File: config.mk
export PLATFORM = sky130hd
export DESIGN_NAME = tile_blitter
export DESIGN_NICKNAME = d
export VERILOG_FILES = /design/src/rtl/tile_blitter.sv
export SDC_FILE = /design/constraint.sdc
export NUM_CORES = 1
export LEC_CHECK = 0
export ABC_AREA = 1
export CORE_MARGIN = 4
export CORE_UTILIZATION = 40
export CTS_CLUSTER_DIAMETER = 120
export CTS_CLUSTER_SIZE = 20
export DETAILED_ROUTE_END_ITERATION = 10
export PLACE_DENSITY = 0.7
export SYNTH_ARGS = -nofsm -noshare
export SYNTH_HDL_FRONTEND = slang
export SYNTH_SLANG_ARGS = --single-unit
File: constraint.sdc
create_clock -name clk -period 3.71 [get_ports clk]
set_input_delay 0.371 -clock clk [delete_from_list [all_inputs] [get_ports clk]]
set_output_delay 0.371 -clock clk [all_outputs]
set_load 0.1 [all_outputs]
File: src/rtl/tile_blitter.sv
// Tile blitter: streams an 8x8 tile from ROM into the framebuffer with
// per-pixel clipping, transparency and optional horizontal mirroring.
module tile_blitter #(
  parameter int         FB_W        = 160,
  parameter int         FB_H        = 120,
  parameter logic [7:0] TRANSPARENT = 8'h00
) (
  input  logic        clk,
  input  logic        rst,
  input  logic        req_valid,
  output logic        req_ready,
  input  logic [8:0]  req_x,
  input  logic [7:0]  req_y,
  input  logic [5:0]  req_tile,
  input  logic        req_flip,
  output logic [11:0] rom_addr,
  input  logic [7:0]  rom_data,
  output logic        fb_we,
  output logic [15:0] fb_addr,
  output logic [7:0]  fb_data,
  output logic        done
);

  typedef enum logic [1:0] {
    IDLE,
    DRAW,
    DRAIN
  } state_t;

  localparam logic [9:0] W10 = 10'(FB_W);
  localparam logic [9:0] H10 = 10'(FB_H);

  state_t      state;
  logic [5:0]  p;
  logic [5:0]  tile_q;
  logic        flip_q;
  logic [8:0]  x_q;
  logic [7:0]  y_q;
  logic        ready_q;
  logic        done_q;
  logic        pv;
  logic        in_q;
  logic [15:0] addr_q;

  logic [2:0]  row;
  logic [2:0]  col;
  logic [9:0]  xs;
  logic [9:0]  ys;
  logic [15:0] lin;

  assign row = p[5:3];
  assign col = p[2:0];

  // 10-bit sums so an off-screen x never wraps back on screen
  assign xs  = {1'b0, x_q} + {7'b0, col};
  assign ys  = {2'b0, y_q} + {7'b0, row};
  assign lin = 16'(32'(ys) * FB_W + 32'(xs));

  assign rom_addr = {tile_q, row, flip_q ? ~col : col};

  always_ff @(posedge clk or negedge rst) begin
    if (!rst) begin
      state   <= IDLE;
      p       <= '0;
      tile_q  <= '0;
      flip_q  <= 1'b0;
      x_q     <= '0;
      y_q     <= '0;
      ready_q <= 1'b0;
      done_q  <= 1'b0;
      pv      <= 1'b0;
      in_q    <= 1'b0;
      addr_q  <= '0;
    end else begin
      pv     <= 1'b0;
      done_q <= 1'b0;
      unique case (state)
        IDLE: begin
          ready_q <= 1'b1;
          if (req_valid && ready_q) begin
            tile_q  <= req_tile;
            flip_q  <= req_flip;
            x_q     <= req_x;
            y_q     <= req_y;
            p       <= '0;
            ready_q <= 1'b0;
            state   <= DRAW;
          end
        end
        DRAW: begin
          pv     <= 1'b1;
          in_q   <= (xs < W10) && (ys < H10);
          addr_q <= lin;
          p      <= p + 6'd1;
          if (p == 6'd63) begin
            done_q <= 1'b1;
            state  <= DRAIN;
          end
        end
        DRAIN: begin
          ready_q <= 1'b1;
          state   <= IDLE;
        end
        default: state <= IDLE;
      endcase
    end
  end

  // Write slot: ROM data for the pixel issued last cycle arrives now
  assign fb_we     = pv && in_q && (rom_data != TRANSPARENT);
  assign fb_addr   = fb_we ? addr_q : '0;
  assign fb_data   = fb_we ? rom_data : '0;
  assign done      = done_q;
  assign req_ready = ready_q;

endmodule

# ---- Word-level counts from Yosys, hierarchy flattened
# Cells that the tools add are included.
dict set report word_totals {
  ff_bits 52
  out_inout_bits 39
  word_cells 48
}
dict set report op_classes {
  n_addsub 4
  mul 1
  order_cmp 2
  eq_ne 5
  mux 13
  bitwise 1
  n_reduce_logical 11
}
# cell count
set op_table {}
lappend op_table {{adder 16 x 10 -> 16 bit} 1}
lappend op_table {{two-way mux 16 bit} 1}
lappend op_table {{case mux 6 bit (2 select lines)} 1}
lappend op_table {{multiplier 9 x 3 -> 11 bit, second input constant} 1}
lappend op_table {{adder 9 x 3 -> 10 bit} 1}
lappend op_table {{less-than comparator 10 x 8 -> 1 bit, second input constant} 1}
lappend op_table {{adder 8 x 3 -> 9 bit} 1}
lappend op_table {{less-than comparator 9 x 7 -> 1 bit, second input constant} 1}
lappend op_table {{two-way mux 8 bit} 1}
lappend op_table {{nonzero test 8 bit} 1}
lappend op_table {{adder 6 x 1 -> 6 bit, second input constant} 1}
lappend op_table {{equality test 6 bit, second input constant} 1}
lappend op_table {{two-way mux 6 bit} 1}
lappend op_table {{AND reduction 2 bit} 3}
lappend op_table {{logical AND 1 bit} 4}
lappend op_table {{two-way mux 1 bit} 4}
lappend op_table {{two-way mux 2 bit} 2}
lappend op_table {{inequality test 2 bit, second input constant} 2}
lappend op_table {{case mux 2 bit (2 select lines)} 1}
lappend op_table {{nonzero test 2 bit} 2}
lappend op_table {{two-way mux 3 bit} 1}
lappend op_table {{inverter 3 bit} 1}
lappend op_table {{equality test 2 x 1 -> 1 bit, second input constant} 1}
lappend op_table {{equality test 2 bit, second input constant} 1}
lappend op_table {{other kinds (2)} 2}

# ---- Depth between registers and ports, before layout
dict set report logic_depth {
  word_depth 3
  mapped_depth 24
}

# ---- Worst setup path after synthesis
# Ideal clock, no wire load.
dict set report synth_timing {
  path_kind {input -> output}
  start {input rom_data[7]}
  end {output fb_addr[10]}
  arrival_time_ns 3.662
  slack_ns -0.323
  stages 7
  path_cell_list {inv_1 nand4_1 nor3_1 nor2_1 inv_1 clkbuf_1 nor2_1}
}
dict set report synth_via {
  elab_chain_cells 3
}
# element line
set synth_lines {}
lappend synth_lines {{start, declared} 17} ;# input logic [7:0] rom_data,
lappend synth_lines {{nonzero test 8 bit} 110} ;# assign fb_we = pv && in_q && (rom_data != TRANSPARENT);
lappend synth_lines {{logical AND 1 bit} 110}
lappend synth_lines {{net fb_we} 18} ;# output logic fb_we,
lappend synth_lines {{two-way mux 16 bit} 111} ;# assign fb_addr = fb_we ? addr_q : '0;
lappend synth_lines {{end, declared} 19} ;# output logic [15:0] fb_addr,
# The timed path passes the listed nets, and every way through them passes these cells.

# ---- Worst setup path after layout
dict set report layout_timing {
  start {register p[4]}
  end {register addr_q[14]}
}
dict set report layout_via {
  elab_chain_cells 3
}
# element line
set layout_lines {}
lappend layout_lines {{start, declared} 34} ;# logic [5:0] p;
lappend layout_lines {{start signal, assigned} 94} ;# p <= p + 6'd1;
lappend layout_lines {{adder 8 x 3 -> 9 bit} 56} ;# assign ys = {2'b0, y_q} + {7'b0, row};
lappend layout_lines {{multiplier 9 x 3 -> 11 bit} 57} ;# assign lin = 16'(32'(ys) * FB_W + 32'(xs));
lappend layout_lines {{adder 16 x 10 -> 16 bit} 57}
lappend layout_lines {{end signal, assigned} 93} ;# addr_q <= lin;
lappend layout_lines {{end, declared} 43} ;# logic [15:0] addr_q;
# Every way passes these cells.
# A chain may end at the register's enable or synchronous reset.

==> flow_metrics.py <==
metrics = {
    "setup_path": {
        "cp-start-kind": "flop",
        "cp_top_family": "adder cells",
        "critPathRequiredTime_ps": 3930,
        "reg2reg_to": "addr_q[14]",
        "crit_path_cell_trace": "ha_1 -> nand3_1 -> nand3_2 -> xor2_2 -> ha_1 -> ha_1 -> fa_1 -> ha_4 -> nand2_1 -> inv_1 -> nand4_1 -> o211ai_1 -> nand2_2 -> nor3_2 -> nand3_1 -> nand3_1 -> nand2_1",
        "crit_buf_inv": 1,
        "reg2reg_depth": 17,
        "cp_data_arrival_time_ps": 3720,
        "reg2reg_slack_ps": 200,
        "worst-setup-path-type": "flop to flop",
        "cp_max_fo": 5,
        "cp-end-kind": "flop",
        "max_stage_delay_ps": 490,
        "worst_path_max_delay_cell": "fa_1",
        "r2r-start": "p[4]",
    },
    "final_layout": {
        "drive_above_1_share": 0.142,
        "n_antenna_cell": 0,
        "syn_to_final_growth_pct": 26.5,
        "multi_input_area_um2": 1890,
        "layout_commonest_cell": "nand2_1",
        "num-fill-cells": 817,
        "register_area_um2": 1300,
        "final_nets": 598,
        "final_cell_mix": "nand2_1, inv_1, dfrtp_1",
        "postLayoutCellArea_um2": 4390,
    },
    "synth": {
        "ys_ff_latch": 52,
        "synth-edff-count": 0,
        "synth_top_flop_cell": "dfrtp_1",
        "syn-num-nets": 525,
        "synth_top_cell_by_area": "dfrtp_1",
        "async_reset_ff_frac": 1.00,
        "syn_inst": 463,
        "yosysSeqAreaShare": 0.375,
        "synth_area_leaders": "dfrtp_1, nand2_1, ha_1, inv_1, nor2_1",
        "synth_area_um2": 3470,
        "synth_cell_type_count": 30,
        "postSynthAreaPerCell_um2": 7.50,
        "synth_top_area_share": 0.375,
        "yosysWarningCount": 0,
    },
    "sta": {
        "period_share": 0.945,
        "tightest_slew_ps": 1020,
        "hold_viol": 0,
        "drv_slew": 0,
        "slew_headroom": 0.319,
        "rsz0062_at_grt": "false",
        "max_freq_ghz": 0.285,
        "setup-tns-final_ps": 0,
        "holdWs_ps": 160,
        "final-setup-viol-count": 0,
        "fin_crit_ps": 3510,
        "clock_skew_ps": 9.53,
    },
    "grt": {
        "grtUsageTotal": 0.160,
        "overflow": 0,
        "grt_antenna_before_repair": 0,
        "grt_pass1_wl_um": 13300,
        "grt_pass1_vias": 3052,
        "grt_start_max_net_pins": 53,
    },
    "outcome": {
        "status": "finished, final reports clean",
    },
    "die": {
        "die_x_um": 101,
        "io_pins": 74,
        "core_area_um2": 8340,
        "num_rows": 33,
        "start_util": 0.416,
        "fp.dieH_um": 101,
        "dieArea_um2": 10200,
    },
    "clock_network": {
        "worstSkewPairLatency_ps": 310,
        "cts_tree": "built",
        "clk_transition_reported_paths_ps": 100,
        "cts_inserted_buffers": 5,
        "htreeDepth": 2,
        "cts_root_buf": "clkbuf_8",
        "cts_sinks": 52,
        "hold_buffers": 0,
        "cts_buffer_depth": 2,
    },
    "drt": {
        "drt-wirelength-per-cell_um": 12.3,
        "drt_iter0_markers": 83,
        "drc": 0,
        "antenna_left": 0,
        "drt-total-wl_um": 7900,
        "drtPass1Iterations": 6,
        "num_vias": 3074,
        "viasPerCell": 4.79,
    },
    "run": {
        "maxCapViolCount": 0,
    },
    "placed_design": {
        "port_buffers": 73,
        "routabilityCongestion": 0.837,
        "dp_hpwl_um": 6110,
        "placed_area_um2": 4230,
    },
    "hold_path": {
        "hold_class": "input port to asynchronous set/reset pin",
    },
}
==> layout make-up <==
| cell class | count | area share |
|---|---|---|
| flip-flops and latches | 52 | 0.296 |
| well taps | 105 | 0.0299 |
| clock inverters | 3 | 0.00484 |
| clock buffers | 5 | 0.0157 |
| multi-input cells | 325 | 0.431 |
| repair buffers | 78 | 0.159 |
| inverters | 74 | 0.0632 |
==> worst register-to-register path: stages, from the launching register on <==
cell and delay, ps:
dfrtp_1 460, ha_1 320, nand3_1 90, nand3_2 140
xor2_2 220, ha_1 300, ha_1 240, fa_1 490
ha_4 320, nand2_1 70, inv_1 60, nand4_1 70
o211ai_1 140, nand2_2 120, nor3_2 160, nand3_1 90
nand3_1 80, nand2_1 50
==> synthesized netlist by cell type, types with 2 or more instances <==
cell and n:
nand2_1 131, nand3_1 24, a21oi_1 10, inv_2 3, dfrtp_1 52, fa_1 4
clkbuf_1 8, o21ai_0 26, nand2_2 12, inv_1 70, nand4_1 5, nor2_2 2
o21ai_1 2, xnor2_1 3, nor2_4 2, nor3_1 5, nor2_1 43, o22ai_1 6
buf_4 3, ha_1 23, xor2_1 13, nor3_2 2, o211ai_1 2, nand3b_1 2
nand3_2 5
==> per-stage QoR <==
step                      std cells  worst slack [ps]  utilization
after global routing            642              3.41        0.527
final                           642               205        0.527
after CTS                       640              80.2        0.518
after floorplan                 463               250            -
after detailed placement        632               108        0.508
after global placement          632               217        0.508
==> worst max path at each step <==
stage                            from     endpoint  slack, ps  depth (start not counted)
after floorplan           rom_data[7]  fb_addr[10]        250                          7
after global placement           p[3]   addr_q[14]        220                         18
after detailed placement         p[3]   addr_q[14]        110                         18
after CTS                        p[5]   addr_q[14]         80                         15
after global routing             p[4]   addr_q[14]          3                         17
final                            p[4]   addr_q[14]        200                         17
==> layer usage <==
layer / global-route usage / share of wire / vias up
met5: 0 / 0 / -
met4: 0.0419 / 0.016 / 0
met3: 0.0551 / 0.078 / 13
met2: 0.271 / 0.47 / 75
met1: 0.194 / 0.43 / 1400
li1: - / - / 1586
==> kinds of logic (layout without fill, tap and decap cells) <==
group / after synthesis / after routing / synth area share
AOI/OAI and AO/OA: 47 / 47 / 0.0724
xor gates and xnor gates: 17 / 17 / 0.0483
adders and majority gates: 27 / 27 / 0.106
buffers and inverters: 86 / 160 / 0.0991
DFF: 52 / 52 / 0.375
and+or+nand+nor: 234 / 234 / 0.300
==> state kept, by name, summed over array words and instances, names as in the netlist, 2 cells and up <==
signal and cells:
x_q 9, tile_q 6, p 6, state 2, y_q 8, addr_q 16
==> timing repair <==
| action | CTS | global route |
|---|---|---|
| resized for setup | 0 | 8 |
| setup buffers | 0 | 2 |
| setup endpoints to repair | 0 | 2 |
Power is not shown: default switching activity piles up to over one toggle a cycle in this logic, so the estimate is an artifact.
